==> config.mk <==
export PLATFORM = sky130hd
export DESIGN_NAME = fizzbuzz_sequencer_flat
export DESIGN_NICKNAME = d
export VERILOG_FILES = /design/src/rtl/fizzbuzz_sequencer_if.sv /design/src/rtl/fizzbuzz_sequencer.sv /design/src/flat_wrapper.sv
export SDC_FILE = /design/constraint.sdc
export NUM_CORES = 1
export LEC_CHECK = 0
export BUFFER_PORTS_ARGS = -buffer_cell sky130_fd_sc_hd__buf_4
export CAP_MARGIN = 25
export CORE_UTILIZATION = 25
export DETAILED_ROUTE_END_ITERATION = 10
export PLACE_DENSITY_LB_ADDON = 0.15
export SLEW_MARGIN = 15
export SYNTH_ARGS = -nofsm -noshare
export SYNTH_HDL_FRONTEND = slang
export SYNTH_SLANG_ARGS = --single-unit
==> constraint.sdc <==
create_clock -name clk -period 2.3 [get_ports clk]
set_input_delay 0.115 -clock clk [delete_from_list [all_inputs] [get_ports clk]]
set_output_delay 0.115 -clock clk [all_outputs]
set_load 0.02 [all_outputs]
==> src/rtl/fizzbuzz_sequencer_if.sv <==
// Beat stream between the fizzbuzz sequencer and its downstream consumer.
// Each beat carries the integer and its divisibility flags on a valid/ready handshake.
interface fizzbuzz_sequencer_if #(
    parameter int WIDTH = 8
);
    logic             out_valid;
    logic             out_ready;
    logic [WIDTH-1:0] out_value;
    logic             out_fizz;
    logic             out_buzz;
    logic             out_last;

    modport master (
        output out_valid,
        output out_value,
        output out_fizz,
        output out_buzz,
        output out_last,
        input  out_ready
    );

    modport slave (
        input  out_valid,
        input  out_value,
        input  out_fizz,
        input  out_buzz,
        input  out_last,
        output out_ready
    );
endinterface

==> src/rtl/fizzbuzz_sequencer.sv <==
// Walks 1..limit on a start command and streams each value with fizz/buzz/last flags.
// Divisibility comes from wrap-around mod-3 / mod-5 counters stepped alongside the value.
module fizzbuzz_sequencer #(
    parameter int WIDTH = 8
) (
    input  logic                   clk,
    input  logic                   rst,
    input  logic                   start,
    input  logic [WIDTH-1:0]       limit,
    input  logic                   abort,
    fizzbuzz_sequencer_if.master   out_if,
    output logic                   busy,
    output logic                   done
);

    typedef enum logic [1:0] {
        ST_IDLE = 2'd0,
        ST_RUN  = 2'd1,
        ST_DONE = 2'd2
    } state_t;

    localparam logic [WIDTH-1:0] VALUE_ZERO = {WIDTH{1'b0}};
    localparam logic [WIDTH-1:0] VALUE_ONE  = {{(WIDTH-1){1'b0}}, 1'b1};

    state_t           state_r;
    state_t           state_s;
    logic [WIDTH-1:0] limit_r;
    logic [WIDTH-1:0] limit_s;
    logic [WIDTH-1:0] value_r;
    logic [WIDTH-1:0] value_s;
    logic [1:0]       mod3_r;
    logic [1:0]       mod3_s;
    logic [2:0]       mod5_r;
    logic [2:0]       mod5_s;
    logic             valid_r;
    logic             valid_s;
    logic             fizz_r;
    logic             fizz_s;
    logic             buzz_r;
    logic             buzz_s;
    logic             last_r;
    logic             last_s;
    logic             busy_r;
    logic             busy_s;
    logic             done_r;
    logic             done_s;
    logic             xfer_s;

    function automatic logic [1:0] mod3_step(input logic [1:0] m);
        logic [1:0] r;
        if (m == 2'd2) begin
            r = 2'd0;
        end else begin
            r = m + 2'd1;
        end
        return r;
    endfunction

    function automatic logic [2:0] mod5_step(input logic [2:0] m);
        logic [2:0] r;
        if (m == 3'd4) begin
            r = 3'd0;
        end else begin
            r = m + 3'd1;
        end
        return r;
    endfunction

    // Next-state, counter stepping and next registered output values.
    always_comb begin
        xfer_s  = valid_r & out_if.out_ready;
        state_s = state_r;
        limit_s = limit_r;
        value_s = value_r;
        mod3_s  = mod3_r;
        mod5_s  = mod5_r;
        fizz_s  = 1'b0;
        buzz_s  = 1'b0;
        last_s  = 1'b0;

        case (state_r)
            ST_IDLE: begin
                if (start) begin
                    limit_s = limit;
                    if (limit != VALUE_ZERO) begin
                        state_s = ST_RUN;
                        value_s = VALUE_ONE;
                        mod3_s  = 2'd1;
                        mod5_s  = 3'd1;
                    end else begin
                        state_s = ST_DONE;
                    end
                end else begin
                    state_s = ST_IDLE;
                end
            end
            ST_RUN: begin
                // Abort wins over completion: a final beat taken with abort still ends without done.
                if (abort) begin
                    state_s = ST_IDLE;
                end else if (xfer_s && last_r) begin
                    state_s = ST_DONE;
                end else if (xfer_s) begin
                    value_s = value_r + VALUE_ONE;
                    mod3_s  = mod3_step(mod3_r);
                    mod5_s  = mod5_step(mod5_r);
                end else begin
                    state_s = ST_RUN;
                end
            end
            ST_DONE: begin
                state_s = ST_IDLE;
            end
            default: begin
                state_s = ST_IDLE;
            end
        endcase

        valid_s = (state_s == ST_RUN);
        busy_s  = (state_s == ST_RUN);
        done_s  = (state_s == ST_DONE);

        // Flags are derived from the next counters so they register together with out_value.
        if (valid_s) begin
            fizz_s = (mod3_s == 2'd0);
            buzz_s = (mod5_s == 3'd0);
            last_s = (value_s == limit_s);
        end else begin
            value_s = VALUE_ZERO;
            fizz_s  = 1'b0;
            buzz_s  = 1'b0;
            last_s  = 1'b0;
        end
    end

    // State and output registers with synchronous reset.
    always_ff @(posedge clk) begin
        if (rst) begin
            state_r <= ST_IDLE;
            limit_r <= VALUE_ZERO;
            value_r <= VALUE_ZERO;
            mod3_r  <= 2'd0;
            mod5_r  <= 3'd0;
            valid_r <= 1'b0;
            fizz_r  <= 1'b0;
            buzz_r  <= 1'b0;
            last_r  <= 1'b0;
            busy_r  <= 1'b0;
            done_r  <= 1'b0;
        end else begin
            state_r <= state_s;
            limit_r <= limit_s;
            value_r <= value_s;
            mod3_r  <= mod3_s;
            mod5_r  <= mod5_s;
            valid_r <= valid_s;
            fizz_r  <= fizz_s;
            buzz_r  <= buzz_s;
            last_r  <= last_s;
            busy_r  <= busy_s;
            done_r  <= done_s;
        end
    end

    assign out_if.out_valid = valid_r;
    assign out_if.out_value = value_r;
    assign out_if.out_fizz  = fizz_r;
    assign out_if.out_buzz  = buzz_r;
    assign out_if.out_last  = last_r;
    assign busy             = busy_r;
    assign done             = done_r;

endmodule
==> src/flat_wrapper.sv <==
// flat-port wrapper written by rule: the top's interface ports become plain ports
module fizzbuzz_sequencer_flat 
#(
    parameter int WIDTH = 8
)
  (clk, rst, start, limit, abort, busy, done, out_if_out_valid, out_if_out_value, out_if_out_fizz, out_if_out_buzz, out_if_out_last, out_if_out_ready);
  fizzbuzz_sequencer_if #(.WIDTH(WIDTH)) out_if_i ();
  input  logic clk;
  input  logic rst;
  input  logic start;
  input  logic [WIDTH-1:0] limit;
  input  logic abort;
  output logic busy;
  output logic done;
  output wire logic [$bits(out_if_i.out_valid)-1:0] out_if_out_valid;
  output wire logic [$bits(out_if_i.out_value)-1:0] out_if_out_value;
  output wire logic [$bits(out_if_i.out_fizz)-1:0] out_if_out_fizz;
  output wire logic [$bits(out_if_i.out_buzz)-1:0] out_if_out_buzz;
  output wire logic [$bits(out_if_i.out_last)-1:0] out_if_out_last;
  input wire logic [$bits(out_if_i.out_ready)-1:0] out_if_out_ready;
  assign out_if_out_valid = out_if_i.out_valid;
  assign out_if_out_value = out_if_i.out_value;
  assign out_if_out_fizz = out_if_i.out_fizz;
  assign out_if_out_buzz = out_if_i.out_buzz;
  assign out_if_out_last = out_if_i.out_last;
  assign out_if_i.out_ready = out_if_out_ready;
  fizzbuzz_sequencer #(.WIDTH(WIDTH)) u_core (.clk(clk), .rst(rst), .start(start), .limit(limit), .abort(abort), .out_if(out_if_i), .busy(busy), .done(done));
endmodule
# == Word level (Yosys, flattened, before mapping) ==
# Cells that the tools add are included.
# W data, S select, Z words.
# totals
regBits,28
inputBits,13
output_inout_bits,14
word_cells,55
# op_classes
add_sub_neg,3
n_eq_ne,6
muxes,28
bitwise,2
reduce_logical,6
# ops
cell,count
$mux W8,7
$mux W2,11
$mux W3,6
$pmux W8 S2,1
$add A8 B1 Y8 const B,1
$eq A8 B8 Y1,1
$pmux W2 S2,2
$reduce_bool A8 Y1,1
$pmux W3 S2,1
$eq A2 B1 Y1 const B,2
$eq A2 B2 Y1 const B,2
$logic_not A2 Y1,2
$add A3 B1 Y3 const B,1
$eq A3 B3 Y1 const B,1
$logic_not A3 Y1,1
$add A2 B1 Y2 const B,1
$reduce_or A2 Y1,1
$and A1 B1 Y1,1
$logic_and A1 B1 Y1,1
$not A1 Y1,1

# == Longest topological paths before layout ==
# Gate-level depths: netlist of run 1.
# depth
depth_word,8
ltp_mapped,8
ltp_nobuf,7

# == Least setup slack after synthesis of run 1 ==
# OpenSTA, ideal clock, no wires.
# synth_timing
kind,register to register
from,"register u_core.valid_r, in the netlist u_core.out_if.out_valid"
to,"register u_core.last_r, in the netlist u_core.out_if.out_last"
setup_ns,0.127
arrival_ns,1.878
slack_ns,0.295
stages_incl_launch_ff,8
synth_period_minus_slack_ns,2.005
path_cell_list,dfxtp_1 -> nand4bb_1 -> buf_2 -> nor4_2 -> xnor2_1 -> mux2_2 -> a32oi_1 -> a211oi_2
# synth_between
elab_chain_len,8
# synth_lines
item,line,text
start: declaration,fizzbuzz_sequencer.sv:35,logic valid_r;
start signal: assignment,fizzbuzz_sequencer.sv:156,valid_r <= valid_s;
$and A1 B1 Y1 (*),fizzbuzz_sequencer.sv:71,xfer_s = valid_r & out_if.out_ready;
$mux W2 or $logic_and A1 B1 Y1 (tied branches),"fizzbuzz_sequencer.sv:103, fizzbuzz_sequencer.sv:101",
$mux W2,fizzbuzz_sequencer.sv:101,end else if (xfer_s && last_r) begin
$mux W2,fizzbuzz_sequencer.sv:99,if (abort) begin
$pmux W2 S2,fizzbuzz_sequencer.sv:81,case (state_r)
$eq A2 B1 Y1,fizzbuzz_sequencer.sv:119,valid_s = (state_s == ST_RUN);
$not A1 Y1 (no line),-,
$reduce_or A2 Y1 (no line),-,
end signal: assignment,fizzbuzz_sequencer.sv:159,last_r <= last_s;
end: declaration,fizzbuzz_sequencer.sv:41,logic last_r;
# Every way passes the cells marked *; elsewhere a longest branch is shown, timed or not.
# A chain may end at the register's enable or synchronous reset.

# == Worst setup path after layout of run 1 ==
# layout_timing
from,register u_core.state_r[1]
to,"register u_core.last_r, in the netlist u_core.out_if.out_last"
# layout_between
elab_chain_len,7
# layout_lines
item,line,text
start: declaration,fizzbuzz_sequencer.sv:25,state_t state_r;
start signal: assignment,fizzbuzz_sequencer.sv:151,state_r <= state_s;
$mux W2,fizzbuzz_sequencer.sv:103,end else if (xfer_s) begin
$mux W2,fizzbuzz_sequencer.sv:101,
$mux W2,fizzbuzz_sequencer.sv:99,
$pmux W2 S2,fizzbuzz_sequencer.sv:81,
$eq A2 B1 Y1,fizzbuzz_sequencer.sv:119,
$not A1 Y1 (no line),-,
$reduce_or A2 Y1 (no line),-,
# Several ways; a longest one is shown, not always the timed one.

==> impl_results.md, run 1 <==
* Syn Nets at 185
* Cell taking the most area after synthesis: dfxtp_1
* Layout cells sized above 1 at 23.7%
* IO Pins at 27
* Ys async rst share at 0%
* Die W at 80.1 um
* Root buf cell: clkbuf_8
* Worst-margin pin slew at 0.393 ns
* Max incr delay on CP at 0.41 ns
* Clk slew on worst S/H paths at 0.10 ns
* GRT overflow at 0
* Setup TNS at 0 ns
* Post-synthesis sequential area ratio at 36.8%
* Final #Nets at 215
* Port Buffers at 26
* Top Metal Used: met4
* Worst Skew at 0.00920 ns
* Num rows at 28
* Fmax at 0.482 GHz
* CTS tree: built
* DRT iter0 DRCs at 42
* Max IR drop VDD at 259 uV
* Met3 WL at 152 um
* Most frequent cells after synthesis: 28 x dfxtp_1, 21 x nor2_1, 9 x nand2_1
* EDFF count, synth at 0
* Syn_area_per_cell at 9.02 um^2
* Count of pins over their slew limit at 0
* Final Setup Violations at 0
* WL/cell at 14.3 um
* WP buf/inv at 0
* Yosys reg bits at 28
* Normalized max-slew margin at 73.0%
* ANT cells at 0
* Largest net degree at the start of global routing at 20
* Period utilisation layout at 90.3%
* CP Max Fanout at 8
* Minimum clock period at 2.08 ns
* Post-route ant nets at 0
* Area Overhead vs Synth at 23.4%
* Max cap viols at 0
* Vias post-DR at 1,340
* Outcome: finished, final reports clean
* YS warnings at 0
* Largest delay share family, worst path: simple AND/OR/NAND/NOR gates
* Worst EP required at 2.46 ns
* Finished Cell Area at 1880 um^2
* Top-area cell type share of the netlist area at 36.8%
* Routed WL at 3.91 mm
* RePlAce Congestion at 0.771
* Most common cell in the netlist: dfxtp_1
* Most area-consuming cells after synthesis: dfxtp_1 37%, nor2_1 5.2%, mux2i_1 4.6%
* CTS Buf Count at 3
* Cell variety after synth at 55
* First-pass GRT wire length at 6.60 mm
* Top FF cell, synth: dfxtp_1
* Startpoint Class: flop
* H-tree depth at 1
* Crit path DAT at 2.24 ns
* LEAKAGE at 0.000738 uW
* Die height at 80.1 um
* Unrepaired setup endpoints after global routing: false
* Placed Area at 1810 um^2
* Initial core utilization at 25.9%
* Vias in the first global route at 1,327
* All-Layer GR Usage at 13.6%
* Core Area at 5890 um^2
* Tightest Hold Check Type: in -> reg
* Critical path type: reg -> reg
* Inst Count DP at 269
* Post-Syn Area at 1530 um^2
* Layout Cells excl Fill at 273
* Detailed Routing Iterations Pass 1 at 4
* Mapped Cells at 169
* Drt drc at 0
* Final Hold Vio Count at 0
* Max clock buf depth at 2
* Clock latency on the worst-skew pair at 0.28 ns
* # fillers at 652
* Cells along the critical path: nand4b_1, nor4_2, xnor2_1, mux2_2, a32oi_1, a211oi_2
* Crit. End Element: flop
* Power per cell area at 532 nW/um^2
* CTS sink count at 28
* Initial antenna violation count at 0
* Met2 WL at 1.87 mm
* Via density at 4.91
* CP max stage cell: dfxtp_1
* M1 wire length at 1.82 mm
* DP HPWL at 3.05 mm
* Die area at 6420 um^2
## worst min-delay path: cells and delay by family
| kind | cells | cell delay (ns) |
|---|---|---|
| buffers and inverters | 1 | 0.09 |
| muxes | 1 | 0.09 |
| and+or+nand+nor | 1 | 0.09 |
## worst paths after layout
path / startpoint / to / slack (ns) / cells past startpoint
worst max-delay path: u_core.state_r[1] / u_core.out_if.out_last / 0.22 / 6
worst min-delay path: limit[0] / u_core.limit_r[0] / 0.13 / 3
worst max register to register: u_core.state_r[1] / u_core.out_if.out_last / 0.22 / 6
worst min register to register: u_core.limit_r[3] / u_core.limit_r[3] / 0.54 / 2
## metal layers
metal / vias up / global-route usage [%]
met5: - / 0
met4: 0 / 4.46
met3: 8 / 3.18
met2: 25 / 22.9
met1: 630 / 16.9
li1: 677 / -
## per-stage QoR
stage / total power [uW] / util, % / hold slack, ns / setup slack [ns]
CTS: 1010 / 31.7 / 0.125 / 0.0527
finish: 1000 / 32.0 / 0.129 / 0.224
global route: 1060 / 32.0 / 0.134 / 0.000937
detailed placement: 691 / 30.8 / 0.433 / 0.0859
global placement: 694 / 30.8 / 0.425 / 0.0596
floorplan: 633 / - / 0.282 / 0.295
## report_power, final
part | total, uW | switching, uW | internal [uW]
combinational | 167 | 89.6 | 77.1
sequential | 518 | 14.1 | 504
clock | 317 | 163 | 154
total | 1000 | 267 | 735
## sequential cells by signal (all words and copies together), names as in the netlist
register                 flops
u_core.mod5_r                3
u_core.out_if.out_valid      1
u_core.limit_r               8
u_core.out_if.out_fizz       1
u_core.out_if.out_value      8
u_core.out_if.out_buzz       1
u_core.done                  1
u_core.out_if.out_last       1
u_core.state_r               2
u_core.mod3_r                2
## what timing repair did
item | in CTS | in global routing
resized for setup | 0 | 3
hold endpoints to repair | 0 | 0
endpoints found under the setup margin | 0 | 1
setup buffers | 0 | 0
hold buffers | 0 | 0
## cell type report
cell class	count	area, um^2	area share (%)
Multi-Input combinational cell	127	905	48.1
Timing Repair Buffer	32	240	12.8
Sequential cell	28	562	29.9
Inverter	7	26.3	1.40
Tap cell	75	93.8	4.99
Clock buffer	4	55.1	2.93
## cell usage in the layout (no fill, tap or decap), drive strengths merged, types with 3 or more instances in the layout
cell type / count
ha: 3
nand4: 4
and4: 3
nor2b: 6
clkbuf: 4
buf: 32
a211oi: 4
nor2: 21
nor3b: 4
mux2i: 7
inv: 7
mux2: 3
nand3: 6
a21oi: 6
o21ai: 9
nor4: 3
nand2: 9
xnor2: 5
dfxtp: 28
## logic make-up after synthesis
logic type	Yosys count	synth area share, %
buffers and inverters	14	4.76
AOI/OAI and AO/OA	37	17.7
DFF	28	36.8
xor gates and xnor gates	7	4.92
adders and majority gates	3	2.46
and+or+nand+nor	70	26.6
muxes	10	6.81
(Power assumes the default switching activity.)
==> run 2: changes to the inputs <==
- CORE_UTILIZATION: 25 -> 55
==> impl_results.md, run 2 (same netlist as run 1, synthesis figures left out) <==
* Outcome: finished, final reports clean
* Initial core utilization at 59.9% (+34 points)
* Minimum clock period at 2.18 ns (+0.108 ns)
* Clock latency on the worst-skew pair at 0.34 ns (+0.06 ns)
* Die height at 54.7 um (-32%)
* Count of pins over their slew limit at 0 (unchanged)
* First-pass GRT wire length at 5.87 mm (-11%)
* Setup TNS at 0 ns (unchanged)
* Largest net degree at the start of global routing at 20 (unchanged)
* Unrepaired setup endpoints after global routing: false
* Fmax at 0.458 GHz (-5.0%)
* Overall power consumption at 1010 uW (+0.86%)
* Via density at 6.33 (+29%)
* Core Area at 2540 um^2 (-57%)
* Final Hold Vio Count at 0 (unchanged)
* DP HPWL at 2.76 mm (-9.5%)
* Vias post-DR at 1,431 (+6.8%)
* Max clock buf depth at 2 (unchanged)
* Routed WL at 3.71 mm (-5.2%)
* Crit. End Element: flop
* Setup slack, reg-to-reg at 0.12 ns (-0.11 ns)
* Detailed Routing Iterations Pass 1 at 4 (unchanged)
* Utilization after layout at 71.3% (+39 points)
* Crit path DAT at 2.46 ns (+0.22 ns)
* R2R Path End: u_core.out_if.out_last
* Worst r2r src: u_core.state_r[1]
* Most frequent cells in the layout: 30 x buf_4, 28 x dfxtp_1, 21 x nor2_1
* Dpl ws at 0.0589 ns (-0.0270 ns)
* WP buf/inv at 1 (+1)
* H-tree depth at 1 (unchanged)
* WL/cell at 16.4 um (+15%)
* Hold Path Depth at 3 (unchanged)
* Tightest Hold Check Type: in -> reg
* Startpoint Class: flop
* # fillers at 211 (-68%)
* Worst-margin pin slew at 0.351 ns (-0.0428 ns)
* Hold_buf cts at 0 (unchanged)
* Hold path start: limit[0]
* Clk slew on worst S/H paths at 0.15 ns (+0.05 ns)
* Max IR drop VDD at 396 uV (+53%)
* CTS sink count at 28 (unchanged)
* Initial antenna violation count at 0 (unchanged)
* CP Max Fanout at 8 (unchanged)
* RePlAce Congestion at 0.882 (+14%)
* Worst EP required at 2.57 ns (+0.11 ns)
* Power per cell area at 557 nW/um^2 (+4.6%)
* CP max stage cell: dfxtp_1
* Area Overhead vs Synth at 18.9%
* ANT cells at 0 (unchanged)
* Num rows at 18 (-36%)
* Period utilisation layout at 95.0% (+4.7 points)
* All-Layer GR Usage at 28.0% (+14 points)
* Post-route ant nets at 0 (unchanged)
* Cells along the critical path: nor3b_4, buf_4, mux2i_4, nor2b_1, a211oi_1, nand4_1, a211oi_2
* IO Pins at 27 (unchanged)
* Layout cells sized above 1 at 23.5% (-0.27 points)
* Port Buffers at 26 (unchanged)
* GRT overflow at 0 (unchanged)
* Setup WS post-layout at 0.116 ns (-0.108 ns)
* Vias in the first global route at 1,291 (-2.7%)
* Hold Path End: u_core.limit_r[0]
* Final Setup Violations at 0 (unchanged)
* Worst Skew at 0.00741 ns (-0.00179 ns)
* Largest delay share family, worst path: simple AND/OR/NAND/NOR gates
* Leading cell type in the layout, fill and taps excluded: buf_4
* Final #Nets at 213 (-0.93%)
* Drt drc at 0 (unchanged)
* Die area at 2990 um^2 (-53%)
* R2R depth at 7 (+1)
* DRT iter0 DRCs at 46 (+9.5%)
* CTS Buf Count at 3 (unchanged)
* Post-CTS Setup Bufs at 0 (unchanged)
* Critical path type: reg -> reg
* Die W at 54.7 um (-32%)
* CTS tree: built
* Root buf cell: clkbuf_4
* Normalized max-slew margin at 76.0% (+2.9 points)
* Max incr delay on CP at 0.43 ns (+0.02 ns)
* Max cap viols at 0 (unchanged)
* LEAKAGE at 0.000730 uW (-1.1%)
run 2: per-layer routing:
| metal | share of wire, % | global-route usage [%] | vias up |
|---|---|---|---|
| met5 | 0 | 0 | - |
| met4 | 1.3 | 10.7 | 0 |
| met3 | 5.8 | 3.89 | 7 |
| met2 | 51 | 46.8 | 63 |
| met1 | 42 | 35.9 | 689 |
| li1 | - | - | 672 |
run 2: how the worst max path moves through the flow:
stage,from,endpoint,slack (ns),cells after the start
final,u_core.state_r[1],u_core.out_if.out_last,0.12,7
after global routing,u_core.state_r[1],u_core.out_if.out_last,0.005,6
after CTS,u_core.state_r[1],u_core.out_if.out_last,0.02,7
after detailed placement,u_core.state_r[1],u_core.out_if.out_last,0.06,7
after global placement,u_core.state_r[1],u_core.out_if.out_last,0.14,7
after floorplan,u_core.out_if.out_valid,u_core.out_if.out_last,0.29,7
run 2: area by class of cell:
type | instances | area (um^2) | area share [%]
inverter | 7 | 26.3 | 1.45
multi-input combinational | 127 | 912 | 50.3
sequential | 28 | 561 | 30.9
tap | 30 | 37.5 | 2.07
clock buffer | 3 | 22.5 | 1.24
timing repair buffer | 30 | 225 | 12.4
clock inverter | 1 | 30.0 | 1.66
run 2: power breakdown:
group / switching, uW / total, uW / internal, uW / leakage [uW]
Clock: 149 / 325 / 177 / 0.0000279
Sequential: 13.2 / 517 / 504 / 0.000228
Combinational: 89.5 / 167 / 77.9 / 0.000474
Total: 251 / 1010 / 759 / 0.000730
run 2: worst min-delay path: stages:
cell,delay [ns]
buf_4,0.09
mux2i_1,0.09
nor2_1,0.09
run 2: what timing repair did:
action	CTS	global route
setup endpoints to repair	0	1
hold endpoints to repair	0	0
gates resized for setup	0	4
run 2: stage by stage:
| step | instances | instance area [um^2] | hold slack (ns) |
|---|---|---|---|
| CTS | 226 | 1790 | 0.0697 |
| detailed placement | 222 | 1740 | 0.423 |
| floorplan | 169 | 1530 | 0.282 |
| global route | 226 | 1810 | 0.0744 |
| global placement | 222 | 1740 | 0.409 |
| finish | 226 | 1810 | 0.0605 |
==> run 3: changes to the inputs <==
- CORE_UTILIZATION: 55 -> 50
==> impl_results.md, run 3 (same netlist as run 1, synthesis figures left out) <==
* Setup TNS at 0 ns (unchanged)
* CTS tree: built
* Worst Skew at 0.00652 ns (-0.000889 ns)
* Max clock buf depth at 2 (unchanged)
* # fillers at 242 (+15%)
* Normalized max-slew margin at 77.4% (+1.4 points)
* Worst-margin pin slew at 0.330 ns (-0.0211 ns)
* Via density at 6.00 (-5.3%)
* Final Hold Vio Count at 0 (unchanged)
* Final Setup Violations at 0 (unchanged)
* Overall power consumption at 1020 uW (+0.97%)
* Core Area at 2830 um^2 (+11%)
* Vias in the first global route at 1,305 (+1.1%)
* Die area at 3280 um^2 (+9.6%)
* Placed Area at 1740 um^2 (about the same)
* Fmax at 0.452 GHz (-1.2%)
* First-pass GRT wire length at 6.01 mm (+2.4%)
* Die W at 57.2 um (+4.7%)
* LEAKAGE at 0.000746 uW (+2.2%)
* Die height at 57.2 um (+4.7%)
* Clk slew on worst S/H paths at 0.16 ns (about the same)
* Initial antenna violation count at 0 (unchanged)
* Leading cell type in the layout, fill and taps excluded: buf_4
* Post-route ant nets at 0 (unchanged)
* ANT cells at 0 (unchanged)
* Hold_buf cts at 0 (unchanged)
* WL/cell at 15.4 um (-6.3%)
* IO Pins at 27 (unchanged)
* Tightest Hold Check Type: in -> reg
* Hold path start: limit[3]
* Inst Count DP at 223 (+0.45%)
* Layout Cells excl Fill at 231 (+2.2%)
* Initial core utilization at 53.9% (-6.0 points)
* Worst EP required at 2.58 ns (about the same)
* CP startpoint: u_core.state_r[1]
* DRT iter0 DRCs at 63 (+37%)
* Period utilisation layout at 96.1% (+1.1 points)
* Area Overhead vs Synth at 20.0%
* CTS sink count at 28 (unchanged)
* Power per cell area at 557 nW/um^2 (about the same)
* DP HPWL at 2.67 mm (-3.3%)
* Drt drc at 4 (+4)
* Critical path type: reg -> reg
* Clock latency on the worst-skew pair at 0.34 ns (about the same)
* CP Max Fanout at 8 (unchanged)
* Outcome: finished with violations
* Max IR drop VDD at 376 uV (-5.0%)
* CTS Buf Count at 3 (unchanged)
* Worst r2r src: u_core.state_r[1]
* Count of pins over their slew limit at 0 (unchanged)
* GRT overflow at 0 (unchanged)
* Crit. End Element: flop
* Num rows at 19 (+1)
* Detailed Routing Iterations Pass 1 at 7 (+3)
* Final #Nets at 217 (+1.9%)
* Utilization after layout at 64.7% (-6.6 points)
* Max cap viols at 0 (unchanged)
* Root buf cell: clkbuf_4
* All-Layer GR Usage at 23.6% (-4.4 points)
* H-tree depth at 1 (unchanged)
* Port Buffers at 26 (unchanged)
* Finished Cell Area at 1830 um^2 (+0.90%)
* Layout cells sized above 1 at 24.5% (+1.0 points)
* Largest net degree at the start of global routing at 20 (unchanged)
* Crit path DAT at 2.49 ns (+0.03 ns)
* Routed WL at 3.55 mm (-4.2%)
* Violated checks: design-rule violations
* Minimum clock period at 2.21 ns (+0.0264 ns)
* Vias post-DR at 1,385 (-3.2%)
* Startpoint Class: flop
* Most frequent cells in the layout: 34 x buf_4, 27 x dfxtp_1, 21 x nor2_1
* RePlAce Congestion at 0.842 (-4.5%)
-- run 3: changes by cell type in the layout (fill, tap and decap cells not counted) --
cell	change
nor3b_2	-1
mux2i_2	+1
nor2b_1	+1
dfxtp_1	-1
nor2b_2	-1
mux2i_4	-1
nor3b_1	+1
buf_4	+4
dfxtp_2	+1
-- run 3: cell type report --
class / count / area (um^2) / share of cell area (%)
Tap cell: 31 / 38.8 / 2.12
Sequential cell: 28 / 562 / 30.7
Multi-Input combinational cell: 127 / 896 / 48.9
Timing Repair Buffer: 34 / 255 / 13.9
Inverter: 7 / 26.3 / 1.44
Clock buffer: 3 / 22.5 / 1.23
Clock inverter: 1 / 30.0 / 1.64
-- run 3: path summary, 6_finish.rpt --
check,to,slack [ns],cells after the start
max reg2reg,u_core.out_if.out_last,0.09,7
min reg2reg,u_core.limit_r[3],0.54,2
min,u_core.limit_r[3],0.05,3
max,u_core.out_if.out_last,0.09,7
-- run 3: power by group --
part | internal [uW] | switching, uW | leakage (uW)
Clock | 176 | 156 | 0.0000279
Sequential | 505 | 12.5 | 0.000229
Combinational | 81.2 | 89.4 | 0.000490
-- run 3: worst max-delay path, stage by stage (launching register included) --
cell,delay [ns]
dfxtp_1,0.41
nor3b_4,0.34
buf_4,0.18
mux2i_1,0.26
or4b_1,0.48
o32ai_1,0.15
a2bb2oi_1,0.13
a211oi_2,0.19
-- run 3: repair_timing --
item                                   4_1_cts  5_1_grt
setup buffers                                0        4
pin swaps                                    0        1
cloned                                       0        0
resized for setup                            1        1
endpoints found under the hold margin        0        0
setup endpoints to repair                    1        1
-- run 3: layer usage --
layer	share of wire, %	GRT usage, %
met1	48	32.2
met2	45	37.1
met3	6.3	4.99
met4	1.0	8.01
met5	0	0
-- run 3: per-stage QoR --
step,hold slack (ns),setup slack [ns]
floorplan,0.282,0.295
global placement,0.400,0.0588
detailed placement,0.418,0.0391
CTS,0.0539,0.0784
global route,0.0620,-0.0281
finish,0.0527,0.0896
